[config.mk]
export PLATFORM = sky130hd
export DESIGN_NAME = commit_trace_buffer
export DESIGN_NICKNAME = d
export VERILOG_FILES = /design/src/rtl/commit_trace_buffer.sv
export SDC_FILE = /design/constraint.sdc
export NUM_CORES = 2
export LEC_CHECK = 0
export CORE_AREA = 2 2 409 411
export CTS_CLUSTER_DIAMETER = 100
export DETAILED_ROUTE_END_ITERATION = 10
export DIE_AREA = 0 0 411 413
export GPL_ROUTABILITY_DRIVEN = 0
export PLACE_DENSITY = 0.69
export SLEW_MARGIN = 10
export SYNTH_ARGS = -nofsm -noshare
export SYNTH_HDL_FRONTEND = slang
export SYNTH_SLANG_ARGS = --single-unit
[constraint.sdc]
create_clock -name clk -period 9.5 [get_ports clk]
set_input_delay 0.95 -clock clk [delete_from_list [all_inputs] [get_ports clk]]
set_output_delay 0.95 -clock clk [all_outputs]
set_load 0.02 [all_outputs]
[src/rtl/commit_trace_buffer.sv]
// commit_trace_buffer: classifies retired instructions into trace records, buffers them in a FIFO and signals end of test
module commit_trace_buffer #(
  parameter int XLEN = 32,
  parameter int DEPTH = 16,
  parameter int TIMEOUT_CYCLES = 10000,
  parameter logic [31:0] HALT_INSTR = 32'h0000006f
) (
  input  logic                       clk,
  input  logic                       rst,
  input  logic                       commit_valid_i,
  input  logic [XLEN-1:0]            commit_pc_i,
  input  logic [31:0]                commit_instr_i,
  input  logic [4:0]                 commit_rd_i,
  input  logic [XLEN-1:0]            commit_rd_data_i,
  input  logic                       commit_rd_we_i,
  input  logic                       commit_mem_re_i,
  input  logic                       commit_mem_we_i,
  input  logic [XLEN-1:0]            commit_mem_addr_i,
  input  logic [XLEN-1:0]            commit_mem_wdata_i,
  input  logic [1:0]                 commit_mem_size_i,
  output logic                       trace_valid_o,
  input  logic                       trace_ready_i,
  output logic [1:0]                 trace_kind_o,
  output logic [XLEN-1:0]            trace_pc_o,
  output logic [31:0]                trace_instr_o,
  output logic [4:0]                 trace_rd_o,
  output logic [XLEN-1:0]            trace_data_o,
  output logic [XLEN-1:0]            trace_addr_o,
  output logic [1:0]                 trace_size_o,
  output logic [$clog2(DEPTH):0]     level_o,
  output logic [15:0]                drop_count_o,
  output logic                       halt_o,
  output logic                       timeout_o
);
  localparam int AW = $clog2(DEPTH);
  typedef enum logic [1:0] {RUN, DRAIN, DONE} state_t;
  state_t state, state_nxt;
  logic cause_to, cause_to_nxt;
  logic [31:0] cnt;
  logic [AW-1:0] wptr, rptr;
  logic [1:0] kind_m [DEPTH];
  logic [XLEN-1:0] pc_m [DEPTH];
  logic [31:0] instr_m [DEPTH];
  logic [4:0] rd_m [DEPTH];
  logic [XLEN-1:0] data_m [DEPTH];
  logic [XLEN-1:0] addr_m [DEPTH];
  logic [1:0] size_m [DEPTH];
  logic cap, full, pop, push, drop, halt_hit, to_hit;
  logic [1:0] kind;
  logic [XLEN-1:0] sdata;
  assign cap = state == RUN && commit_valid_i && commit_pc_i != '0;
  assign kind = commit_mem_we_i ? 2'd3 :
                (commit_mem_re_i && commit_rd_i != '0) ? 2'd2 :
                (commit_rd_we_i && commit_rd_i != '0) ? 2'd1 : 2'd0;
  assign sdata = commit_mem_size_i == 2'd0 ? {{(XLEN-8){1'b0}}, commit_mem_wdata_i[7:0]} :
                 commit_mem_size_i == 2'd1 ? {{(XLEN-16){1'b0}}, commit_mem_wdata_i[15:0]} :
                 commit_mem_wdata_i;
  assign trace_valid_o = level_o != '0;
  assign pop = trace_valid_o && trace_ready_i;
  assign full = level_o == (AW+1)'(DEPTH);
  assign push = cap && (!full || pop);
  assign drop = cap && full && !pop;
  assign halt_hit = cap && commit_instr_i == HALT_INSTR;
  assign to_hit = TIMEOUT_CYCLES != 0 && cnt == 32'(TIMEOUT_CYCLES - 1);
  assign trace_kind_o = trace_valid_o ? kind_m[rptr] : '0;
  assign trace_pc_o = trace_valid_o ? pc_m[rptr] : '0;
  assign trace_instr_o = trace_valid_o ? instr_m[rptr] : '0;
  assign trace_rd_o = trace_valid_o ? rd_m[rptr] : '0;
  assign trace_data_o = trace_valid_o ? data_m[rptr] : '0;
  assign trace_addr_o = trace_valid_o ? addr_m[rptr] : '0;
  assign trace_size_o = trace_valid_o ? size_m[rptr] : '0;
  assign halt_o = state == DONE && !cause_to;
  assign timeout_o = state == DONE && cause_to;
  always_comb begin
    state_nxt = state;
    cause_to_nxt = cause_to;
    case (state)
      RUN: if (halt_hit || to_hit) begin
        state_nxt = DRAIN;
        cause_to_nxt = !halt_hit;
      end
      DRAIN: if (level_o == '0) state_nxt = DONE;
      default: state_nxt = DONE;
    endcase
  end
  always_ff @(posedge clk) begin
    if (rst) begin
      state <= RUN;
      cause_to <= 1'b0;
      cnt <= '0;
      wptr <= '0;
      rptr <= '0;
      level_o <= '0;
      drop_count_o <= '0;
    end else begin
      state <= state_nxt;
      cause_to <= cause_to_nxt;
      if (state == RUN) cnt <= cnt + 32'd1;
      if (push) wptr <= wptr + 1'b1;
      if (pop) rptr <= rptr + 1'b1;
      if (push != pop) level_o <= push ? level_o + 1'b1 : level_o - 1'b1;
      if (drop && drop_count_o != 16'hFFFF) drop_count_o <= drop_count_o + 16'd1;
    end
  end
  always_ff @(posedge clk) begin
    if (push) begin
      kind_m[wptr] <= kind;
      pc_m[wptr] <= commit_pc_i;
      instr_m[wptr] <= commit_instr_i;
      rd_m[wptr] <= (kind == 2'd1 || kind == 2'd2) ? commit_rd_i : '0;
      data_m[wptr] <= kind == 2'd3 ? sdata : kind == 2'd0 ? '0 : commit_rd_data_i;
      addr_m[wptr] <= kind[1] ? commit_mem_addr_i : '0;
      size_m[wptr] <= kind == 2'd3 ? commit_mem_size_i : '0;
    end
  end
endmodule

=== Word level (Yosys, flattened, before mapping) ===
Memory sizes are Yosys's and may differ from the RTL's. A register that Yosys moved wholly into a read port is not among the register bits.
Cells that the tools add are included.

* Flip-flop bits (word level): 64
* Bits in writable memories: 2192
* Output and inout port bits: 161
* Memories: 7

{| class="wikitable"
|+ Memories
! name !! depth !! bits a word !! rd ports !! clocked after memory_dff !! write ports !! RTL line !! text
|-
| addr_m || 16 || 32 || 1 || 1 || 1 || 46 || <nowiki>logic [XLEN-1:0] addr_m [DEPTH];</nowiki>
|-
| data_m || 16 || 32 || 1 || 1 || 1 || 45 || <nowiki>logic [XLEN-1:0] data_m [DEPTH];</nowiki>
|-
| instr_m || 16 || 32 || 1 || 1 || 1 || 43 || <nowiki>logic [31:0] instr_m [DEPTH];</nowiki>
|-
| pc_m || 16 || 32 || 1 || 1 || 1 || 42 || <nowiki>logic [XLEN-1:0] pc_m [DEPTH];</nowiki>
|-
| rd_m || 16 || 5 || 1 || 1 || 1 || 44 || <nowiki>logic [4:0] rd_m [DEPTH];</nowiki>
|-
| kind_m || 16 || 2 || 1 || 1 || 1 || 41 || <nowiki>logic [1:0] kind_m [DEPTH];</nowiki>
|-
| +1 memories || n/a || n/a || n/a || n/a || n/a || n/a ||
|}

* Add/sub/neg operators: 6
* Equal/unequal tests: 13
* Multiplexer cells: 37
* Reductions and logical operators: 28

{| class="wikitable"
|+ Operators by type and width
! kind !! count
|-
| 32-bit two-way mux || 9
|-
| 4-bit two-way mux || 14
|-
| 32-bit by 1-bit adder with 32-bit output, second input constant || 1
|-
| 32-bit by 14-bit == test with 1-bit output, second input constant || 1
|-
| 32-bit by 7-bit == test with 1-bit output, second input constant || 1
|-
| 32-bit nonzero test || 1
|-
| 16-bit by 1-bit adder with 16-bit output, second input constant || 1
|-
| 16-bit inequality test, second input constant || 1
|-
| 5-bit two-way mux || 3
|-
| 2-bit two-way mux || 7
|-
| 1-bit logical AND || 12
|-
| 5-bit nonzero test || 2
|-
| 4-bit by 1-bit adder with 4-bit output, second input constant || 2
|-
| 2-bit by 1-bit == test with 1-bit output, second input constant || 3
|-
| 2-bit == test, second input constant || 3
|-
| 2-bit zero test || 3
|-
| 5-bit by 1-bit adder with 5-bit output, second input constant || 1
|-
| 5-bit == test, second input constant || 1
|-
| 5-bit zero test || 1
|-
| 5-bit by 1-bit subtractor with 5-bit output, second input constant || 1
|-
| 1-bit zero test || 4
|-
| 2-bit one-hot mux with 2 select lines || 1
|-
| 2-bit AND reduction || 2
|-
| 1-bit logical OR || 3
|-
| 4 further kinds || 6
|}

=== Longest topological paths before layout ===
* Depth after elaboration: 8
* Gate-level depth with buffers: 12

=== Least setup slack after synthesis ===
No wires, ideal clock.

* Kind: input to register
* Start: input port trace_ready_i
* End: memory addr_m[0][0] (enable)
* Setup time: 0.512 ns
* Arrival time: 4.990 ns
* Data required time: 8.988 ns
* Slack: 3.998 ns
* Stages: 5
* Path buffers: 1
* Cells stage by stage: clkbuf_1 or2b_1 nor2_8 nor4_1 and2_1

* Longest elaborated chain between the ends: 5

{| class="wikitable"
|+ RTL lines
! what !! RTL line !! text
|-
| from (decl) || 22 || <nowiki>input logic trace_ready_i,</nowiki>
|-
| 1-bit logical AND || 59 || <nowiki>assign pop = trace_valid_o && trace_ready_i;</nowiki>
|-
| 1-bit logical OR || 61 || <nowiki>assign push = cap && (!full || pop);</nowiki>
|-
| 1-bit logical AND || 61 ||
|-
| 1-bit two-way mux || 106 || <nowiki>if (push) begin</nowiki>
|-
| 1-bit two-way mux || 112 || <nowiki>addr_m[wptr] <= kind[1] ? commit_mem_addr_i : '0;</nowiki>
|-
| to (decl) || 46 ||
|}

Every way passes these cells.

==> metrics <==
Starting DRT DRC Count 4524; vias 40700; WP depth 6; ys flop type edfxtp_1; Die ar. 170000 um2; minimum clock period 6100 ps; Post-Synthesis Cells 3713; syn avg cell area 23.5 um2; Synth Cell Area 87100 um2; pwr dens 255 nW/um2; RSZ-0062 raised after global routing false; layout cells sized above 1 0.250; R2R depth 8; normalized max-slew margin 0.153; hold_ws 487 ps; Buf+Inv Stages, Crit Path 3; TNS Setup 0 ps; crit path launch type flip-flop; H-tree levels 4; net count of the mapped netlist 3900; Area Growth Syn to Fin 14.8%; Starting Density 0.525; CP most frequent cell mux4_2; first-pass iteration count of the detailed router 5; Setup CP Type reg2out; period utilization 0.642; total setup buffers inserted after CTS 0; Root Driver clkbuf_16; via/cell ratio 6.24; total CTS buffers 218; crit-path max cell delay 960 ps; design area 100000 um2; global-route wire length before repair 286000 um; status complete, no violations; max-cap violations 0; Max Clk Rate 164 MHz; DRC viols 0; commonest non-fill, non-tap cell in the layout edfxtp_1; drt total wl 198000 um; Fillers 11400; Detailed Place HPWL 102000 um; register area 67200 um2; Core Util, Final 0.603; DIE WIDTH 411 um; Tightest Hold Check Type reg2reg; Post-synth ARST share 0; worst skew pair latency 850 ps; final setup skew 60.7 ps; Worst R2R Setup Slack 4750 ps; Synth Register Bits 2260; worst vdd ir 242 uV; core box area 166000 um2; EDFF count, synth 2192; Slew @ Worst Pin 1270 ps; Max Root-Sink Buffers 3; Resized cells post-CTS 0; CTS Sinks 2260; most frequent cells in the layout edfxtp_1, mux4_2, clkdlybuf4s50_1, clkbuf_16, and2_1; vias in the first global route 41500; Vert. Die Dim 413 um; port buffer count 334; CP Data Arrival Time 5150 ps; data required time of the critical path 8550 ps; GR Overflow Total 0; Slew Limit Fails 0; Antenna Violating Nets Remaining 0; Worst R2R End addr_m[14][17]; delay-heaviest family, CP buffers and inverters; CTS tree done; crit end category output port; CP max-delay cell dfxtp_4; RR Startpoint state[0]; static leakage 0.0303 uW; Ys Warns 0; initial antenna violation count 21; cell chain of the critical path buf_4 > buf_12 > mux4_2 > mux4_2 > and2_1 > clkdlybuf4s50_1; sequential fraction of the synthesis area 0.771; Multi-input gate area 19100 um2; Global Route Usage Sum 0.235; io pins 335; Post-DP Area 93100 um2; Final Hold Viols 0; final net count 4317; num rows 150; crit path max fanout 88; Hold Buf Count CTS 0; drt wl/cell 30.3 um; clock transition at the registers of the reported paths 60 ps; final setup violation count 0; largest net degree at the start of global routing 138; Worst Setup EP trace_pc_o[29]; synth unique cells 55; Final Power 25500 uW
==> per-stage QoR <==
stage	setup WS [ps]	cells
after detailed placement	3120	6114
final	3400	6519
after floorplan	4000	3713
after global placement	3190	6114
after global routing	3020	6517
after CTS	3180	6511
==> cells by family after synthesis <==
group	count (synthesis)	synth area share
AOI/OAI and AO/OA	102	0.00836
adders and majority gates	13	0.00195
muxes	694	0.178
xor gates and xnor gates	27	0.00271
buffers and inverters	213	0.0102
DFF	2260	0.771
and+or+nand+nor	404	0.0276
==> per-layer routing <==
metal | global-route usage | vias to the layer above | wire length [um]
li1 | - | 16700 | -
met1 | 0.330 | 21900 | 78000
met2 | 0.373 | 1795 | 97100
met3 | 0.0477 | 316 | 16300
met4 | 0.0788 | 10 | 6150
met5 | 0 | - | 60
==> sequential cells by signal (all words and copies together), names as in the netlist, named ones only <==
register,flops
rd_m,80
state,2
drop_count_o,16
cause_to,1
instr_m,512
addr_m,512
cnt,32
pc_m,512
wptr,4
level_o,5
data_m,512
size_m,32
rptr,4
kind_m,32
==> final cells by class <==
class | instances | share of cell area
antenna | 8 | 0.000200
sequential | 2260 | 0.672
timing repair buffer | 391 | 0.0393
tap | 2204 | 0.0276
clock buffer | 271 | 0.0565
inverter | 19 | 0.000763
multi-input combinational | 1240 | 0.191
clock inverter | 126 | 0.0128
==> worst reg2reg max path, stage by stage (launching register included) <==
cell and delay [ps]:
dfxtp_1 370, nor2_1 370, and2_1 280, o21ai_2 80
buf_4 250, nor2_1 360, and4_4 700, buf_4 850
buf_4 990
==> worst min path at each step <==
| stage | from | to | slack [ps] | depth (start not counted) |
|---|---|---|---|---|
| 3_5_place_dp | cnt[29] | cnt[29] | 480 | 2 |
| 5_1_grt | cnt[29] | cnt[29] | 520 | 2 |
| 2_1_floorplan | cnt[29] | cnt[29] | 450 | 2 |
| 6_report | cnt[29] | cnt[29] | 490 | 2 |
| 3_3_place_gp | rptr[3] | flip-flop | 460 | 2 |
| 4_1_cts | cnt[29] | cnt[29] | 490 | 2 |
==> synth_stat cells, drive strengths merged (3+ instances only) <==
| master | instances | area, um2 |
|---|---|---|
| nand2 | 28 | 105 |
| o41ai | 3 | 26.3 |
| a21oi | 26 | 130 |
| nor4b | 4 | 35.0 |
| a22o | 32 | 280 |
| o21ai | 12 | 60.1 |
| or4 | 14 | 109 |
| nor2 | 46 | 189 |
| or2 | 3 | 18.8 |
| dfxtp | 68 | 1360 |
| nand4 | 18 | 113 |
| mux2 | 5 | 56.3 |
| nor3 | 11 | 55.1 |
| xnor2 | 19 | 166 |
| o21a | 3 | 22.5 |
| a21o | 3 | 22.5 |
| buf | 86 | 409 |
| mux4 | 685 | 15400 |
| clkbuf | 108 | 405 |
| mux2i | 4 | 40.0 |
| nand3 | 21 | 105 |
| xor2 | 8 | 70.1 |
| and3 | 6 | 37.5 |
| and4 | 12 | 105 |
| ha | 12 | 150 |
| inv | 19 | 71.3 |
| o31ai | 12 | 95.1 |
| edfxtp | 2192 | 65800 |
| or3 | 9 | 56.3 |
| nor4 | 27 | 169 |
| and2 | 191 | 1190 |
| nor2b | 5 | 31.3 |
==> report_power, final <==
group / total [uW] / switching [uW] / internal, uW / leakage, uW
Combinational: 5850 / 3010 / 2840 / 0.00653
Clock: 8340 / 3670 / 4680 / 0.00335
Sequential: 11300 / 124 / 11200 / 0.0205
Total: 25500 / 6800 / 18700 / 0.0303
No activity file was read; power rests on OpenSTA's default activity.
